[config.mk]
export PLATFORM = sky130hd
export DESIGN_NAME = memory
export DESIGN_NICKNAME = d
export VERILOG_FILES = /design/src/rtl/common_pkg.sv /design/src/rtl/pipes_pkg.sv /design/src/rtl/memory_memalign.sv /design/src/rtl/memory.sv
export SDC_FILE = /design/constraint.sdc
export NUM_CORES = 1
export LEC_CHECK = 0
export ABC_AREA = 0
export ABC_CLOCK_PERIOD_IN_PS = 2350
export BUFFER_PORTS_ARGS = -buffer_cell sky130_fd_sc_hd__buf_2
export CORE_AREA = 2 2 238 240
export DETAILED_ROUTE_END_ITERATION = 8
export DIE_AREA = 0 0 240 242
export PLACE_DENSITY = 0.6
export SYNTH_ARGS = -nofsm -noshare
export SYNTH_HDL_FRONTEND = slang
export SYNTH_HIERARCHICAL = 1
export SYNTH_SLANG_ARGS = --single-unit
[constraint.sdc]
create_clock -name clk -period 2.35 [get_ports clk]
set_input_delay 0 -clock clk [delete_from_list [all_inputs] [get_ports clk]]
set_output_delay 0 -clock clk [all_outputs]
set_load 0.1 [all_outputs]
[src/rtl/common_pkg.sv]
// common: data bus request/response types shared with the memory system.
package common;
    typedef struct packed {
        logic        valid;
        logic [63:0] addr;
        logic [2:0]  size;
        logic [7:0]  strobe;
        logic [63:0] data;
    } dbus_req_t;

    typedef struct packed {
        logic        addr_ok;
        logic        data_ok;
        logic [63:0] data;
    } dbus_resp_t;
endpackage

[src/rtl/pipes_pkg.sv]
// pipes: pipeline stage register types and memory access size encoding.
package pipes;
    typedef enum logic [1:0] {ALU, LOAD, STORE, BRANCH} op_t;
    typedef enum logic [2:0] {MSIZE1, MSIZE2, MSIZE4, MSIZE8} msize_t;
    typedef enum logic {IDLE, WAIT} mstate_t;

    typedef struct packed {
        op_t  op;
        logic wen;
    } ctl_t;

    typedef struct packed {
        logic        valid;
        logic [63:0] pc;
        logic [31:0] instr;
        ctl_t        ctl;
        logic [4:0]  dst;
        logic [63:0] rd2;
        logic [63:0] result;
    } excute_data_t;

    typedef struct packed {
        logic        valid;
        logic [63:0] pc;
        logic [31:0] instr;
        ctl_t        ctl;
        logic [4:0]  dst;
        logic [63:0] result;
        logic        misalign;
    } memory_data_t;

    function automatic logic misaligned(msize_t size, logic [2:0] addr);
        return size == MSIZE2 ? addr[0] != 1'b0 :
               size == MSIZE4 ? addr[1:0] != 2'b00 :
               size == MSIZE8 ? addr != 3'b000 : 1'b0;
    endfunction
endpackage

[src/rtl/memory_memalign.sv]
// memalign: byte-lane alignment of store data/strobe and load extract/extend.
module memalign (
    input  logic [2:0]  addr_i,
    input  logic [2:0]  funct3_i,
    input  logic [63:0] wdata_i,
    input  logic [63:0] rdata_i,
    output logic [7:0]  strobe_o,
    output logic [63:0] wdata_o,
    output logic [63:0] rdata_o
);
    logic [63:0] sh;
    logic [7:0]  mask;
    logic        sx;

    always_comb begin
        mask     = funct3_i[1:0] == 2'd0 ? 8'h01 :
                   funct3_i[1:0] == 2'd1 ? 8'h03 :
                   funct3_i[1:0] == 2'd2 ? 8'h0F : 8'hFF;
        strobe_o = mask << addr_i;
        wdata_o  = wdata_i << {addr_i, 3'b000};
        sh       = rdata_i >> {addr_i, 3'b000};
        sx       = !funct3_i[2];
        rdata_o  = funct3_i[1:0] == 2'd0 ? {{56{sx & sh[7]}}, sh[7:0]} :
                   funct3_i[1:0] == 2'd1 ? {{48{sx & sh[15]}}, sh[15:0]} :
                   funct3_i[1:0] == 2'd2 ? {{32{sx & sh[31]}}, sh[31:0]} : sh;
    end
endmodule

[src/rtl/memory.sv]
// memory: memory stage; issues data bus requests, stalls execute until data_ok.
module memory
    import pipes::*;
    import common::*;
(
    input  logic         clk,
    input  logic         reset,
    input  excute_data_t dataE,
    output memory_data_t dataM,
    output dbus_req_t    dreq,
    input  dbus_resp_t   dresp,
    output logic         stopm
);
    logic [2:0]   f3;
    msize_t       msize;
    logic         mem_op, is_store, mis, issue;
    logic [7:0]   strobe;
    logic [63:0]  wdata, rdata;
    dbus_req_t    req_d, req_q;
    mstate_t      state_d, state_q;
    memory_data_t dataM_d, dataM_q;
    logic         unused_addr_ok;

    assign unused_addr_ok = dresp.addr_ok;

    memalign u_align (
        .addr_i   (dataE.result[2:0]),
        .funct3_i (f3),
        .wdata_i  (dataE.rd2),
        .rdata_i  (dresp.data),
        .strobe_o (strobe),
        .wdata_o  (wdata),
        .rdata_o  (rdata)
    );

    always_comb begin
        f3           = dataE.instr[14:12];
        msize        = msize_t'({1'b0, f3[1:0]});
        mem_op       = dataE.valid && (dataE.ctl.op == LOAD || dataE.ctl.op == STORE);
        is_store     = dataE.ctl.op == STORE;
        mis          = mem_op && misaligned(msize, dataE.result[2:0]);
        issue        = mem_op && !mis;
        req_d        = '0;
        req_d.valid  = issue;
        req_d.addr   = dataE.result;
        req_d.size   = msize;
        req_d.strobe = is_store ? strobe : 8'h00;
        req_d.data   = wdata;
        // the request captured on entering WAIT is replayed so the bus sees it unchanged
        dreq         = state_q == WAIT ? req_q : req_d;
        dreq.valid   = dreq.valid && reset;
        stopm        = dreq.valid && !dresp.data_ok;
        state_d      = stopm ? WAIT : IDLE;
        dataM_d          = '0;
        dataM_d.valid    = dataE.valid && !stopm;
        dataM_d.pc       = dataE.pc;
        dataM_d.instr    = dataE.instr;
        dataM_d.ctl      = dataE.ctl;
        dataM_d.dst      = dataE.dst;
        dataM_d.result   = issue && !is_store ? rdata : dataE.result;
        dataM_d.misalign = mis;
    end

    always_ff @(posedge clk or negedge reset) begin
        if (!reset) begin
            state_q <= IDLE;
            dataM_q <= '0;
            req_q   <= '0;
        end else begin
            state_q <= state_d;
            dataM_q <= dataM_d;
            if (state_q == IDLE) req_q <= req_d;
        end
    end

    assign dataM = dataM_q;
endmodule

---- Word level (Yosys, flattened, before mapping) ----
Cells that the tools add are included.
operators by class
  order comparisons ....................... 0
  muxes and demuxes ....................... 13
  reduce and logical (&&, ||, !) cells .... 16
  shift-type cells ........................ 3
  bitwise logic cells ..................... 3
  multiply operators ...................... 0
  $add $sub $neg .......................... 0
  eq/ne operators ......................... 5
  div/mod/pow operators ................... 0
operator list
  kind                number
  $mux 64             4
  $mux 140            1
  $shl 64x6->64       1
  $shr 64x6->64       1
  $mux 8              4
  $shl 8x3->8         1
  $logic_and 1x1->1   7
  $eq 2x2->1 const B  3
  $logic_not 1->1     5
  $eq 2x1->1 const B  2
  $mux 1              4
  $and 1x1->1         3
  $reduce_bool 3->1   1
  $logic_not 2->1     1
  $reduce_bool 2->1   1
  $logic_or 1x1->1    1
word-level totals
  memories kept ........................... 0
  bits of input ports ..................... 301
  bits in latches ......................... 0
  bits in writable memories ............... 0
  register bits after elaboration ......... 311
  logic and storage cells ................. 54
  bits in read-only memories .............. 0

---- Logic depth before layout (Yosys ltp) ----
  depth in word-level cells ............... 12
  gate-level depth with buffers ........... 10
  gate-level depth less buffers ........... 7

---- Cells and area by module ----
Netlist, hierarchy kept.
modules (own cells, without submodules)
  module    area an instance (sq um)  seq. area each (sq um)  times used  cells each
  memory    10558.9                   7782.5                  1           574
  memalign  4007.6                    0.0                     1           578

---- Least setup slack after synthesis ----
Ideal clock, no wire load.
  path type ............................... input -> register
  start point ............................. in dataE[0] in the netlist's numbering
  end point ............................... reg req_q[68] in the netlist's numbering
  arrival ................................. 3535 ps
  path slack .............................. -1538 ps
  stages .................................. 9
  library setup time ...................... 353 ps
  path buffers ............................ 5
  path through ............................ buf_6 buf_2 buf_2 buf_2 clkbuf_1 a22oi_1 o32ai_1 nand2_1 o21ai_0
RTL lines
  item                  RTL line      source
  from (decl)           memory.sv:8   input excute_data_t dataE,
  to (signal assigned)  memory.sv:72  if (state_q == IDLE) req_q <= req_d;
  to (decl)             memory.sv:19  dbus_req_t req_d, req_q;

==> impl_metrics.py <==
metrics = {
    "run_status": {
        "status": "finished clean",
    },
    "worst_setup_path": {
        "crit_type": "input port to flop",
        "endpoint_kind": "flop",
        "critPathMaxStageDelay_ns": 0.56,
        "crit_fanout": 63,
        "cp_slowest_cell": "dlygate4sd3_1",
        "cpMostUsedCell": "dlygate4sd3_1",
        "required_ns": 2.80,
        "timing.rr.start": "state_q",
        "startpoint": "dataE[134]",
        "path_cells": "dlygate4sd3_1 -> buf_2 -> inv_1 -> ha_1 -> nor3b_2 -> o211ai_4 -> buf_12 -> mux2_4 -> dlygate4sd3_1",
        "cp.arrival_ns": 2.70,
        "cp-start-kind": "input port",
    },
    "synthesis": {
        "syn_nets": 1454,
        "synth_top_area_share_pct": 53.43,
        "yosys.cell_types.count": 42,
        "synth_commonest_cells": "dfrtp_1, mux2_2, nand2_1",
        "synth_area_leaders": "dfrtp_1, mux2_2, mux2_4",
        "synth-edff-count": 0,
        "synthCells": 1152,
        "synth_ff_type": "dfrtp_1",
        "ys_seq_elements": 311,
        "yosysTopAreaCell": "dfrtp_1",
        "async_reset_ff_share_pct": 100.0,
        "yosysWarningCount": 6,
        "yosysSeqAreaShare_pct": 53.43,
        "synth.most_common_cell": "dfrtp_1",
        "syn-mean-instance-area_um2": 12.64,
        "synthesis.area_um2": 14570,
    },
    "timing": {
        "tns_ns": 0,
        "finalSetupViolCount": 0,
        "fin_skew_ns": 0.02974,
        "tightest_slew_ns": 1.044,
        "slew_viol_final": 0,
        "fin_crit_sh_pct": 95.90,
        "setup_ws_ns": 0.09628,
        "hold_viol_final": 0,
        "hold_ws_ns": 0.04302,
        "rsz0062_at_grt": "false",
        "min_period_ns": 2.254,
        "timing.slew.headroom_pct": 30.42,
        "fmax_mhz": 443.7,
    },
    "cts": {
        "clkTransAtPathRegs_ns": 0.06,
        "clock_sinks": 311,
        "cts_buffers": 39,
        "tritoncts": "yes",
        "clkLatencyLatePin_ns": 0.57,
        "cts.path.max_buffers": 3,
        "cts-root-buf": "clkbuf_16",
        "htree_levels": 2,
    },
    "layout": {
        "area_growth_pct": 56.89,
        "fin_nets": 2276,
        "drive_gt1_share_pct": 50.75,
        "layout.cells.non_filler": 2768,
    },
    "global_route": {
        "grt_pass1_wl_um": 91430,
        "grt_pass1_vias": 13820,
        "grt_use_total_pct": 21.59,
        "grt_max_degree": 104,
        "antenna_found_initial": 24,
        "grt.overflow.total": 0,
    },
    "pwr": {
        "p_leak_nw": 10.99,
        "power.density_nw_per_um2": 765.8,
        "ir_drop_mv": 0.4734,
        "p_total_mw": 17.50,
    },
    "run": {
        "maxCapViolations": 0,
    },
    "floorplan": {
        "ios": 612,
        "dieArea_um2": 58080,
        "dieWidth_um": 240,
        "fp.dieH_um": 242,
        "num_rows": 87,
        "start_util_pct": 26.14,
        "core_um2": 55730,
    },
    "placement": {
        "dp.cells": 2483,
        "dp_hpwl_um": 48450,
        "place_congestion": 0.8965,
        "place_ws_ns": 0.1642,
        "port_buffers": 610,
    },
    "drt": {
        "drtAntennaViolNets": 0,
        "viasPerCell": 4.637,
        "drt_iter0_drc": 617,
        "first_pass_iters": 5,
        "vias": 12830,
        "routed_wl_um": 64930,
        "drc": 0,
        "wire_per_inst_um": 23.46,
    },
    "worst_hold_path": {
        "hp-start": "dataE[125]",
        "hp-class": "input port to flop",
    },
}
==> area by class of cell <==
cell class / instances / area [um2]
Fill cell: 5266 / 32880
Multi-Input combinational cell: 739 / 6354
Clock inverter: 19 / 239.0
Antenna cell: 12 / 30.03
Tap cell: 756 / 945.9
Clock buffer: 48 / 1050
Timing Repair Buffer: 869 / 6396
Sequential cell: 311 / 7786
Inverter: 14 / 52.55
==> cells in the final DEF (no fill, tap or decap), types with 5 or more instances in the layout <==
cell type,n
a21bo_1,7
a21oi_1,61
a2bb2oi_1,7
and2_1,20
buf_12,59
buf_2,556
buf_4,45
clkbuf_1,5
clkbuf_16,39
clkinv_2,6
dfrtp_1,310
diode_2,12
dlygate4sd3_1,204
inv_1,13
mux2_1,6
mux2_2,173
mux2_4,54
mux2i_1,72
mux4_2,28
nand2_1,78
nand2_2,10
nand2b_1,6
nor2_1,69
nor3_1,13
o21ai_0,60
o21ai_2,7
o22ai_1,32
==> where the power goes <==
| part | switching [mW] | internal [mW] |
|---|---|---|
| clock network | 2.49 | 3.63 |
| registers | 0.100 | 5.70 |
| logic | 4.03 | 1.55 |
| total | 6.62 | 10.9 |
==> worst max-delay path, delay by kind of cell <==
family	cells	cell delay [ns]
AO/OA/AOI/OAI	1	0.13
adder cells (fa/ha/maj)	1	0.33
buffers and inverters	5	1.46
multiplexers	1	0.39
AND/OR/NAND/NOR	1	0.26
==> sequential cells by signal, indices dropped and copies added, names as in the netlist <==
signal / cells
dataM: 170
req_q: 140
state_q: 1
==> cells by family (layout without fill, tap and decap cells) <==
group / count (synthesis) / after routing / share of synthesized area, %
other: 0 / 12 / 0
muxes: 333 / 333 / 28.68
AOI/OAI and AO/OA: 196 / 196 / 7.911
and+or+nand+nor: 209 / 209 / 6.442
DFF: 311 / 311 / 53.43
buffers and inverters: 102 / 950 / 3.453
adders and majority gates: 1 / 1 / 0.08588
==> through the flow <==
| stage | utilization (%) | cell area, um2 |
|---|---|---|
| floorplan | - | 14630 |
| global placement | 34.91 | 19460 |
| detailed placement | 34.91 | 19460 |
| CTS | 40.92 | 22810 |
| global route | 41.00 | 22850 |
| finish | 41.00 | 22850 |
==> what timing repair did <==
item / 4_1_cts / 5_1_grt
hold buffers: 205 / 0
gates resized for setup: 0 / 2
endpoints found under the hold margin: 561 / 0
buffers inserted: 0 / 1
endpoints found under the setup margin: 0 / 3
==> path summary, 6_finish.rpt <==
path | endpoint | cells past startpoint | slack (ns)
max | dataM[5] | 9 | 0.1
min reg2reg | req_q[72] | 2 | 0.47
min | req_q[61] | 4 | 0.04
max in group asynchronous | dataM[158] | 3 | 1.66
min in group asynchronous | req_q[35] | 3 | 0.07
max reg2reg | dataM[169] | 5 | 0.19
==> per-layer routing <==
| layer | global-route usage, % | vias up | routed length [um] |
|---|---|---|---|
| met5 | 0 | - | 133 |
| met4 | 11.13 | 20 | 3311 |
| met3 | 6.768 | 158 | 5259 |
| met2 | 40.09 | 584 | 34220 |
| met1 | 21.25 | 6322 | 22010 |
| li1 | - | 5750 | - |
(Power assumes the default switching activity.)
